$ cat src/rtl/sd_clk_div_gen.sv
// sd_clk_div_gen: SD card clock divider computed from the CSD TRAN_SPEED byte, plus the divided clock generator.
// Define SD_CLK_DIV_ROUND_UP_EN to round the divide count up (sd_clk never exceeds rate_hz); default truncates.
module sd_clk_div_gen #(
  parameter int REF_HZ   = 50_000_000,
  parameter int CNT_W    = 16,
  parameter int MIN_DIV  = 2,
  parameter int INIT_DIV = 128
) (
  input  logic             clk,
  input  logic             reset,
  input  logic             start,
  input  logic [7:0]       tran_speed,
  input  logic             run,
  output logic             busy,
  output logic             ok,
  output logic             err,
  output logic             clamped,
  output logic [CNT_W-1:0] count,
  output logic             sd_clk,
  output logic             sd_clk_rise
);
`ifdef SD_CLK_DIV_ROUND_UP_EN
  localparam logic RUP = 1'b1;
`else
  localparam logic RUP = 1'b0;
`endif
  typedef enum logic [2:0] {IDLE, CHECK, DIV, ROUND, DONE} state_t;
  state_t state, state_n;
  logic [31:0] m10, pow, rate, dvsr, quo, rem;
  logic [32:0] rem_sh, q_fin;
  logic [4:0] step;
  logic bad, ge, ovf, clamp, fail;
  logic [CNT_W-1:0] ph, nxt, cur, h;
  logic act;
  always_comb begin
    case (tran_speed[6:3])
      4'h1: m10 = 32'd10;
      4'h2: m10 = 32'd12;
      4'h3: m10 = 32'd13;
      4'h4: m10 = 32'd15;
      4'h5: m10 = 32'd20;
      4'h6: m10 = 32'd25;
      4'h7: m10 = 32'd30;
      4'h8: m10 = 32'd35;
      4'h9: m10 = 32'd40;
      4'hA: m10 = 32'd45;
      4'hB: m10 = 32'd50;
      4'hC: m10 = 32'd55;
      4'hD: m10 = 32'd60;
      4'hE: m10 = 32'd70;
      4'hF: m10 = 32'd80;
      default: m10 = 32'd0;
    endcase
    pow = tran_speed[1:0] == 2'd0 ? 32'd10_000 :
          tran_speed[1:0] == 2'd1 ? 32'd100_000 :
          tran_speed[1:0] == 2'd2 ? 32'd1_000_000 : 32'd10_000_000;
    rate = m10 * pow;
    bad = tran_speed[7] || tran_speed[6:3] == 4'd0 || tran_speed[2:0] > 3'd3;
    rem_sh = {rem, quo[31]};
    ge = rem_sh >= {1'b0, dvsr};
    q_fin = {1'b0, quo} + 33'(RUP && rem != 32'd0);
    ovf = (q_fin >> CNT_W) != 33'd0;
    clamp = q_fin < 33'(MIN_DIV);
    state_n = state == IDLE  ? (start ? CHECK : IDLE) :
              state == CHECK ? (bad ? DONE : DIV) :
              state == DIV   ? (step == 5'd31 ? ROUND : DIV) :
              state == ROUND ? DONE : IDLE;
    busy = state != IDLE;
    ok = state == DONE && !fail;
    err = state == DONE && fail;
    h = cur >> 1;
    nxt = ph + CNT_W'(1);
  end
  always_ff @(posedge clk) begin
    if (reset) begin
      state <= IDLE;
      count <= CNT_W'(INIT_DIV);
      clamped <= 1'b0;
      fail <= 1'b0;
      step <= 5'd0;
      dvsr <= 32'd0;
      quo <= 32'd0;
      rem <= 32'd0;
    end else begin
      state <= state_n;
      if (state == CHECK) begin
        fail <= bad;
        dvsr <= rate;
        quo <= 32'(REF_HZ);
        rem <= 32'd0;
        step <= 5'd0;
      end else if (state == DIV) begin
        quo <= {quo[30:0], ge};
        rem <= ge ? 32'(rem_sh - {1'b0, dvsr}) : rem_sh[31:0];
        step <= step + 5'd1;
      end else if (state == ROUND) begin
        fail <= ovf;
        if (!ovf) begin
          count <= clamp ? CNT_W'(MIN_DIV) : q_fin[CNT_W-1:0];
          clamped <= clamp;
        end
      end
    end
  end
  // A new count is only picked up when a period (or a fresh run) begins.
  always_ff @(posedge clk) begin
    if (reset) begin
      act <= 1'b0;
      ph <= '0;
      cur <= CNT_W'(INIT_DIV);
      sd_clk <= 1'b0;
      sd_clk_rise <= 1'b0;
    end else begin
      sd_clk_rise <= 1'b0;
      if (run && (!act || nxt == cur)) begin
        act <= 1'b1;
        cur <= count;
        ph <= '0;
        sd_clk <= 1'b1;
        sd_clk_rise <= 1'b1;
      end else if (act && ((!run && nxt >= h) || nxt == cur)) begin
        act <= 1'b0;
        ph <= '0;
        sd_clk <= 1'b0;
      end else if (act) begin
        ph <= nxt;
        sd_clk <= nxt < h;
      end
    end
  end
endmodule
$ cat config.mk
export PLATFORM = sky130hd
export DESIGN_NAME = sd_clk_div_gen
export DESIGN_NICKNAME = d
export VERILOG_FILES = /design/src/rtl/sd_clk_div_gen.sv
export SDC_FILE = /design/constraint.sdc
export NUM_CORES = 1
export LEC_CHECK = 0
export CAP_MARGIN = 15
export CORE_UTILIZATION = 45
export DETAILED_ROUTE_END_ITERATION = 12
export PLACE_DENSITY = 0.74
export SLEW_MARGIN = 10
export SYNTH_ARGS = -nofsm -noshare
export SYNTH_HDL_FRONTEND = slang
export SYNTH_SLANG_ARGS = --single-unit
$ cat constraint.sdc
create_clock -name clk -period 8.86 [get_ports clk]
set_input_delay 2.658 -clock clk [delete_from_list [all_inputs] [get_ports clk]]
set_output_delay 2.658 -clock clk [all_outputs]
set_load 0.03 [all_outputs]
**Word level (Yosys, flattened, before mapping)**

Memory sizes are Yosys's and may differ from the RTL's.
Cells that the tools add are included.

- Flip-flop bits (word level): 157
- Bits in latches: 0
- Memory bits (writable): 0
- Memory bits (read-only): 112
- Input bits: 12
- Memories kept: 1

- $add $sub $neg: 3
- Multipliers: 1
- Div/mod/pow operators: 0
- $lt $le $gt $ge: 5
- Equal/unequal tests: 9
- Shift-type cells: 0
- Mux-type cells: 23
- Bitwise operators: 3
- Reduce and logical (&&, ||, !) cells: 25

Memories:

| name | words | bits a word | read ports | clocked after memory_dff | wr ports | line | source |
|---|---|---|---|---|---|---|---|
| (name not given) | 16 | 7 | 1 | 0 | 0 | 36 | `case (tran_speed[6:3])` |

Operators by type and width:

| kind | number |
|---|---|
| $mux W24 | 3 |
| $mux W26 | 2 |
| $ge A33 B32 Y1 | 1 |
| $reduce_bool A33 Y1 | 1 |
| $lt A32 B2 Y1 const B | 1 |
| $mul A32 B24 Y32 | 1 |
| $mux W32 | 1 |
| $sub A32 B32 Y32 | 1 |
| $add A16 B1 Y16 const B | 1 |
| $eq A16 B16 Y1 | 1 |
| $ge A16 B15 Y1 | 1 |
| $lt A16 B15 Y1 | 1 |
| $mux W16 | 1 |
| $mux W3 | 5 |
| $mux W1 | 11 |
| $eq A3 B2 Y1 const B | 2 |
| $reduce_bool A2 Y1 | 3 |
| $reduce_bool A3 Y1 | 2 |
| $add A5 B1 Y5 const B | 1 |
| $eq A5 B5 Y1 const B | 1 |
| $logic_and A1 B1 Y1 | 5 |
| $logic_not A4 Y1 | 1 |
| $logic_or A1 B1 Y1 | 4 |
| $reduce_and A4 Y1 | 1 |
| 13 further kinds | 17 |

**Logic depth before layout (Yosys ltp)**

Gate-level depths: netlist (run 1).

- Word-level depth: 7
- Gate-level depth with buffers: 31
- Mapped depth without buffers: 30

**Worst setup path before layout (run 1)**

No wires, ideal clock.

- Path type: input to register
- Start: input port tran_speed[3]
- End: register dvsr[31]
- Arrival time: 8.937 ns
- Data required time: 8.719 ns
- Slack: -0.218 ns
- Stages on the path: 27
- Path buffers: 0
- Path through: inv_1 ha_1 nand2_1 o21ai_0 o21ai_1 and2_1 inv_1 fa_1 fa_1 inv_1 ha_1 fa_1 inv_1 fa_1 inv_1 fa_1 ha_1 ha_1 a21o_1 or3_1 o221ai_1 o21ai_0 o221ai_1 a21oi_1 a41oi_1 mux2i_1 o311ai_0

- Longest elaborated chain between the ends: 2

Ends and longest elaborated chain:

| what | line | source |
|---|---|---|
| from (decl) | 12 | `input logic [7:0] tran_speed,` |
| $mem_v2 Z16 W7 | n/a |  |
| $mul A32 B24 Y32 | 57 | `rate = m10 * pow;` |
| to (signal assigned) | 88 | `dvsr <= rate;` |
| to (decl) | 29 | `logic [31:0] m10, pow, rate, dvsr, quo, rem;` |

No other way between the ends.
A chain may end at the register's enable or synchronous reset.

**Final worst setup path (run 1)**

- Start: input port tran_speed[6]
- End: register dvsr[27]

The elaborated chain is that of the path after synthesis.

==> results.json, run 1 <==
{
  "crit_path_start_kind": "input port",
  "rows": 62,
  "cp-startpoint": "tran_speed[6]",
  "arrival_ps": 8970,
  "areaGrowthSynthToFinish_pct": 18.8,
  "grt_pass1_vias": 10800,
  "synth_warnings": 0,
  "cts-root-buf": "clkbuf_16",
  "p_leak_nw": 7.36,
  "numCtsBuffers": 17,
  "grt_overflow": 0,
  "portBuffers": 33,
  "tightestPinTransition_ps": 964,
  "synth_area_um2": 13100,
  "grt_use_total": 0.218,
  "hold_class": "flop to flop",
  "synthesis.nets": 1850,
  "clk_pin_slew_ps": 60,
  "avgSynthCellArea_um2": 8.40,
  "critPathCaptureType": "flop",
  "synth_top_cell_area_share": 0.234,
  "min_period_ps": 8660,
  "crit_path_end": "dvsr[27]",
  "p_int_mw": 1.87,
  "drv_slew": 0,
  "stdcell_count": 2080,
  "wl_per_cell_um": 15.0,
  "pwr-share-seq": 0.241,
  "synthCells": 1557,
  "pre_cts_slack_ps": -734,
  "r2r_cells": 12,
  "use_met3": 0.0304,
  "coreArea_um2": 28600,
  "setup_violations": 0,
  "yosys-top-cells-area": "dfxtp_1 23%, ha_1 20%, fa_1 10%",
  "ys_ff_latch": 153,
  "drt-initial-drc-count": 826,
  "io_pins": 34,
  "dieWidth_um": 172,
  "gp_congestion": 0.934,
  "synth_edf_count": 0,
  "power.share.clock": 0.226,
  "fillers": 2533,
  "cp_max_fo": 10,
  "drc": 0,
  "maxSlewHeadroom": 0.357,
  "swShare": 0.390,
  "period_share": 0.978,
  "fp.dieArea_um2": 29800,
  "final-hold-violation-count": 0,
  "rr_endpoint": "rem[24]",
  "met1_usage": 0.292,
  "grt_max_degree": 76,
  "required_ps": 9170,
  "critical_path_class": "input port to flop",
  "synth_ff_type": "dfxtp_1",
  "status": "completed",
  "vdd_ir_drop_max_mv": 0.141,
  "dp_hpwl_um": 24400,
  "p_per_area_nw_per_um2": 198,
  "fmax_ghz": 0.115,
  "r2r-start": "dvsr[6]",
  "viasPerCell": 5.34,
  "antenna_found_initial": 0,
  "diodes": 0,
  "place_inst": 2040,
  "num_vias": 11100,
  "nets": 1977,
  "fin_util": 0.543,
  "htreeDepth": 4,
  "ant_nets": 0,
  "insertion_delay_ps": 420,
  "synth_top_area_cell": "dfxtp_1",
  "clockBufferDepth": 2,
  "synthArstFlopShare": 0,
  "drive_above_1_share": 0.147,
  "use_met2": 0.370,
  "die_h_um": 172,
  "cts_tree": "built",
  "reg2reg_setup_slack_ps": 5110,
  "p_sw_mw": 1.20,
  "start_util": 0.457,
  "combPwrFrac": 0.533,
  "grt_pass1_wl_um": 52000,
  "maxCapViolCount": 0,
  "cts.sinks": 153,
  "routed_wirelength_um": 31100,
  "drt_first_pass_iters": 5,
  "ys_types": 72,
  "worst_slack_ps": 199,
  "fin_skew_ps": 13.0,
  "ys_seq_area_frac": 0.234,
  "busiest_layer": "met2",
  "crit_slowest_cell": "fa_1",
  "slowest_delay_ps": 530
}
-- registers in the layout (all words and copies together) (netlist names) --
signal and cells:
cur 16, rem 32, fail 1, sd_clk 1
sd_clk_rise 1, ph 16, dvsr 28, act 1
step 5, clamped 1, quo 32, count 16
state 3
-- cell usage in the layout (no fill, tap or decap), types with 6 or more instances in the layout --
cell	instances
ha_4	12
a22o_1	11
or2_2	6
clkdlybuf4s50_1	30
and3_1	8
o21a_1	6
a211oi_1	11
ha_1	198
nor2_1	117
o22ai_1	16
nand2b_1	14
o211ai_1	6
inv_2	6
mux2i_1	20
o21ai_2	7
and2_1	30
nor3_1	32
clkbuf_16	17
a21oi_2	7
nor2b_1	18
a21o_1	13
xnor2_1	46
dfxtp_1	153
buf_4	130
nand3_1	33
nand4_1	10
inv_1	201
o21ai_0	49
a21oi_1	123
fa_1	63
a31o_2	12
nor4_1	8
nand2_1	142
xor2_1	35
-- what timing repair did --
action | CTS | global route
setup buffers | 4 | 5
resized for setup | 12 | 51
endpoints found under the setup margin | 8 | 16
pin swaps | 10 | 17
hold buffers | 0 | 0
cloned | 0 | 0
-- power by group through the flow --
stage / combinational [mW] / sequential (mW) / clock, mW
final: 1.64 / 0.741 / 0.693
after global placement: 1.45 / 0.754 / 0
after floorplan: 1.02 / 0.747 / 0
after CTS: 1.51 / 0.740 / 0.702
after detailed placement: 1.47 / 0.754 / 0
after global routing: 1.84 / 0.744 / 0.732
-- worst max-delay path: cells and delay by family --
| family | cells | cell delay (ps) |
|---|---|---|
| adders and majority gates | 8 | 3100 |
| AOI/OAI and AO/OA | 7 | 1130 |
| xor gates and xnor gates | 1 | 90 |
| and+or+nand+nor | 4 | 670 |
| buffers and inverters | 8 | 1200 |
| muxes | 1 | 80 |
-- per-layer routing --
metal | share of wire | routed length [µm]
met1 | 0.48 | 14800
met2 | 0.47 | 14700
met3 | 0.040 | 1230
met4 | 0.013 | 414
met5 | 0 | 0
-- layout make-up --
type / instances / area, µm² / area share
sequential: 153 / 3060 / 0.197
tap: 384 / 480 / 0.0309
inverter: 207 / 777 / 0.0500
clock buffer: 19 / 443 / 0.0285
timing repair buffer: 165 / 1330 / 0.0855
clock inverter: 12 / 116 / 0.00749
multi-input combinational: 1140 / 9330 / 0.600
-- metrics by stage --
stage          hold WS, ps  setup TNS (ps)  instance area, µm²  power, mW
6_report               461               0               15500       3.07
5_1_grt                477           -35.8               15500       3.32
4_1_cts                461               0               15200       2.95
3_5_place_dp           447           -6430               14600       2.23
3_3_place_gp           445           -5210               14600       2.21
2_1_floorplan          432               0               13100       1.77
-- cell usage after synthesis, types with 6 or more instances --
cell type / n
ha_1: 214
inv_1: 206
dfxtp_1: 153
nand2_1: 146
a21oi_1: 131
nor2_1: 118
fa_1: 67
o21ai_0: 56
xnor2_1: 46
clkbuf_1: 37
xor2_1: 35
and2_1: 33
nand3_1: 33
nor3_1: 32
mux2i_1: 20
nor2b_1: 18
o22ai_1: 16
nand2b_1: 15
a21o_1: 13
a211oi_1: 12
a31o_2: 12
a22o_1: 11
nand4_1: 10
and3_1: 8
buf_2: 8
nor4_1: 8
buf_1: 7
o211ai_1: 6
o21a_1: 6
or2_2: 6
-- cells by family after synthesis --
logic type | count (synthesis) | share of synthesized area
AO/OA/AOI/OAI | 301 | 0.142
XOR/XNOR | 82 | 0.0560
adder cells (fa/ha/maj) | 281 | 0.307
buffers and inverters | 264 | 0.0785
flip-flops | 153 | 0.234
multiplexers | 20 | 0.0153
AND/OR/NAND/NOR | 456 | 0.167
-- worst min path at each step --
stage              from        to  slack, ps  depth (start not counted)
2_1_floorplan  dvsr[12]  dvsr[12]        430                          2
3_3_place_gp   dvsr[19]  dvsr[19]        440                          2
3_5_place_dp   dvsr[19]  dvsr[19]        450                          2
5_1_grt        dvsr[26]  dvsr[26]        480                          2
6_report       dvsr[26]  dvsr[26]        460                          2
4_1_cts        dvsr[19]  dvsr[19]        460                          2
Power figures use the tool's default switching activity.
==> run 2, diff against run 1 <==
--- a/config.mk
+++ b/config.mk
@@ -5,7 +5,9 @@
 export SDC_FILE = /design/constraint.sdc
 export NUM_CORES = 1
 export LEC_CHECK = 0
+export ABC_AREA = 1
 export CAP_MARGIN = 15
+export CORE_ASPECT_RATIO = 1.1
 export CORE_UTILIZATION = 45
 export DETAILED_ROUTE_END_ITERATION = 12
 export PLACE_DENSITY = 0.74
==> run 2 against run 1 <==
Combinational power up 8%. Largest cell class unchanged. Synthesized cell count increased by 25%. Worst setup slack improved by 160 ps. Count of clock-buffer cells in the layout down 1. Critical path type unchanged. Clock power grew 4.5%. Flip-flop and latch count unchanged. Wire length up 12%. Sequential share of layout area down 0.65 points. First-iteration DRC count decreased by 9.8%.
==> results.json, run 2 <==
{
  "num_vias": 12600,
  "cts.sinks": 153,
  "insertion_delay_ps": 430,
  "maxCapViolCount": 0,
  "most-common-layout-cells": "359 x nand2_1, 353 x inv_1, 212 x ha_1",
  "drv_slew": 0,
  "maxSlewHeadroom": 0.381,
  "use_met2": 0.410,
  "clk_pin_slew_ps": 70,
  "numCtsBuffers": 17,
  "cts_tree": "built",
  "drive_above_1_share": 0.0963,
  "synth_edf_count": 0,
  "p_sw_mw": 1.38,
  "start_util": 0.457,
  "final_common_cell": "nand2_1",
  "final-hold-violation-count": 0,
  "critical_path_class": "input port to flop",
  "routed_wirelength_um": 34800,
  "clockBufferDepth": 2,
  "use_met3": 0.0324,
  "swShare": 0.425,
  "fmax_ghz": 0.118,
  "required_ps": 9180,
  "p_per_area_nw_per_um2": 202,
  "cp_max_fo": 7,
  "worst_path_most_repeated_cell": "ha_1",
  "synthArstFlopShare": 0,
  "rsz0062_at_grt": "false",
  "grt_pass1_wl_um": 59400,
  "combPwrFrac": 0.545,
  "rr_endpoint": "ph[0]",
  "period_share": 0.959,
  "synth_top_cell_area_share": 0.220,
  "synth_common_cells": "361 x nand2_1, 354 x inv_1, 214 x ha_1",
  "rows": 67,
  "synth_top_area_cell": "dfxtp_1",
  "coreArea_um2": 30500,
  "areaGrowthSynthToFinish_pct": 15.2,
  "hold_class": "flop to flop",
  "drt-initial-drc-count": 745,
  "busiest_layer": "met2",
  "min_period_ps": 8500,
  "yosys-top-cells-area": "dfxtp_1 22%, ha_1 19%, nand2_1 9.7%",
  "viasPerCell": 5.08,
  "vdd_ir_drop_max_mv": 0.151,
  "fp.dieArea_um2": 31700,
  "slowest_delay_ps": 570,
  "ys_seq_area_frac": 0.220,
  "ant_nets": 0,
  "dp_hpwl_um": 28100,
  "synthCells": 1944,
  "setup_tns_ps": 0,
  "io_pins": 34,
  "avgSynthCellArea_um2": 7.17,
  "synth_ff_type": "dfxtp_1",
  "antenna_found_initial": 0,
  "synth_warnings": 0,
  "hold_depth": 2,
  "fin_skew_ps": 11.5,
  "arrival_ps": 8820,
  "gp_congestion": 0.947,
  "diodes": 0,
  "crit_family": "adder cells",
  "htreeDepth": 4,
  "ys_ff_latch": 153,
  "die_h_um": 187,
  "power.share.clock": 0.223,
  "nets": 2347,
  "min_from": "rem[1]",
  "pwr-share-seq": 0.232,
  "drc": 0,
  "reg2reg_setup_slack_ps": 5820,
  "status": "completed",
  "ys_types": 47,
  "wl_per_cell_um": 14.0,
  "crit_slowest_cell": "fa_1",
  "fin_util": 0.526,
  "reg.largest.list": "quo (32), rem (32), dvsr (28)",
  "p_leak_nw": 8.22,
  "portBuffers": 33,
  "fillers": 2920,
  "dieWidth_um": 170,
  "synth_area_um2": 13900,
  "cts-root-buf": "clkbuf_16",
  "cp.buffers_inverters": 8,
  "synth_most_common_cell": "nand2_1",
  "grt_pass1_vias": 12700,
  "r2r_cells": 16,
  "grt_overflow": 0,
  "grt_use_total": 0.229,
  "p_int_mw": 1.87,
  "drt_first_pass_iters": 5,
  "synthesis.nets": 2237,
  "worstHoldEndpoint": "rem[1]",
  "crit_path_start_kind": "input port",
  "critPathCaptureType": "flop",
  "tightestPinTransition_ps": 927,
  "grt_max_degree": 77,
  "r2r-start": "ph[0]",
  "met1_usage": 0.283,
  "setup_violations": 0
}
==> run 2: cell types whose count changed after synthesis, moves of 13 or more <==
cell | before | now
a31oi_1 | 3 | 18
and2_1 | 33 | 5
inv_1 | 206 | 354
mux2i_1 | 20 | 1
nand2_1 | 146 | 361
nand2b_1 | 15 | 0
nand3_1 | 33 | 82
nor2_1 | 118 | 206
nor2b_1 | 18 | 0
nor3_1 | 32 | 15
o21ai_0 | 56 | 134
o22ai_1 | 16 | 3
xnor2_1 | 46 | 14
==> run 2: timing repair <==
item	4_1_cts	5_1_grt
buffers inserted	0	1
hold buffers	0	0
setup endpoints to repair	0	17
resized for setup	0	30
==> run 2: routing by layer <==
metal  vias to the layer above  share of wire  wire (µm)
li1                       6445              -          -
met1                      5853           0.45      15500
met2                       253           0.50      17400
met3                        42          0.033       1160
met4                         0          0.018        638
met5                         -              0          0
==> run 2: kinds of logic (layout without fill, tap and decap cells) <==
family,after synthesis,in the layout,share of synthesized area
and+or+nand+nor,722,722,0.217
buffers and inverters,406,529,0.112
AOI/OAI and AO/OA,339,339,0.136
adders and majority gates,281,281,0.288
DFF,153,153,0.220
xor gates and xnor gates,42,42,0.0264
muxes,1,1,0.000718
==> run 2: how the worst max path moves through the flow <==
stage / from / to / slack [ps] / cells past startpoint
detailed placement: tran_speed[3] / dvsr[25] / -270 / 30
global route: tran_speed[3] / dvsr[31] / 0.5 / 29
floorplan: tran_speed[4] / dvsr[26] / 360 / 28
finish: tran_speed[3] / dvsr[21] / 360 / 27
global placement: tran_speed[3] / dvsr[25] / -140 / 30
CTS: tran_speed[4] / dvsr[27] / 130 / 27
==> run 2: final cells by class <==
type,count,area [µm²],area share
clock buffers,18,429,0.0267
clock inverters,14,151,0.00942
inverters,360,1350,0.0841
multi-input cells,1385,9420,0.587
flip-flops and latches,153,3060,0.191
well taps,414,518,0.0322
repair buffers,137,1130,0.0703
==> run 2: per-stage QoR <==
step	setup slack, ps	hold WS (ps)	area, µm²	instances	total power, mW
detailed placement	-266	457	15400	2448	2.47
global placement	-145	454	15400	2448	2.44
finish	363	466	16100	2481	3.25
global route	0.467	495	16100	2481	3.55
CTS	134	467	16000	2480	3.21
floorplan	358	441	13900	1944	1.91
==> run 2: power groups by stage <==
stage                     Sequential, mW  Combinational, mW  Clock [mW]
final                              0.753               1.77       0.724
after CTS                          0.753               1.72       0.736
after global placement             0.767               1.67           0
after floorplan                    0.761               1.15           0
after global routing               0.757               2.02       0.767
after detailed placement           0.768               1.70           0
==> run 2: worst min-delay path, cell delays in order (launching register included) <==
cell and delay [ps]:
dfxtp_1 310, inv_1 60, a21oi_1 50
==> run 3, diff against run 2 <==
--- a/config.mk
+++ b/config.mk
@@ -6,7 +6,6 @@
 export NUM_CORES = 1
 export LEC_CHECK = 0
 export ABC_AREA = 1
-export CAP_MARGIN = 15
 export CORE_ASPECT_RATIO = 1.1
 export CORE_UTILIZATION = 45
 export DETAILED_ROUTE_END_ITERATION = 12
==> results of run 3 <==
The final DEF is identical to that of run 2; final timing and power are the same.
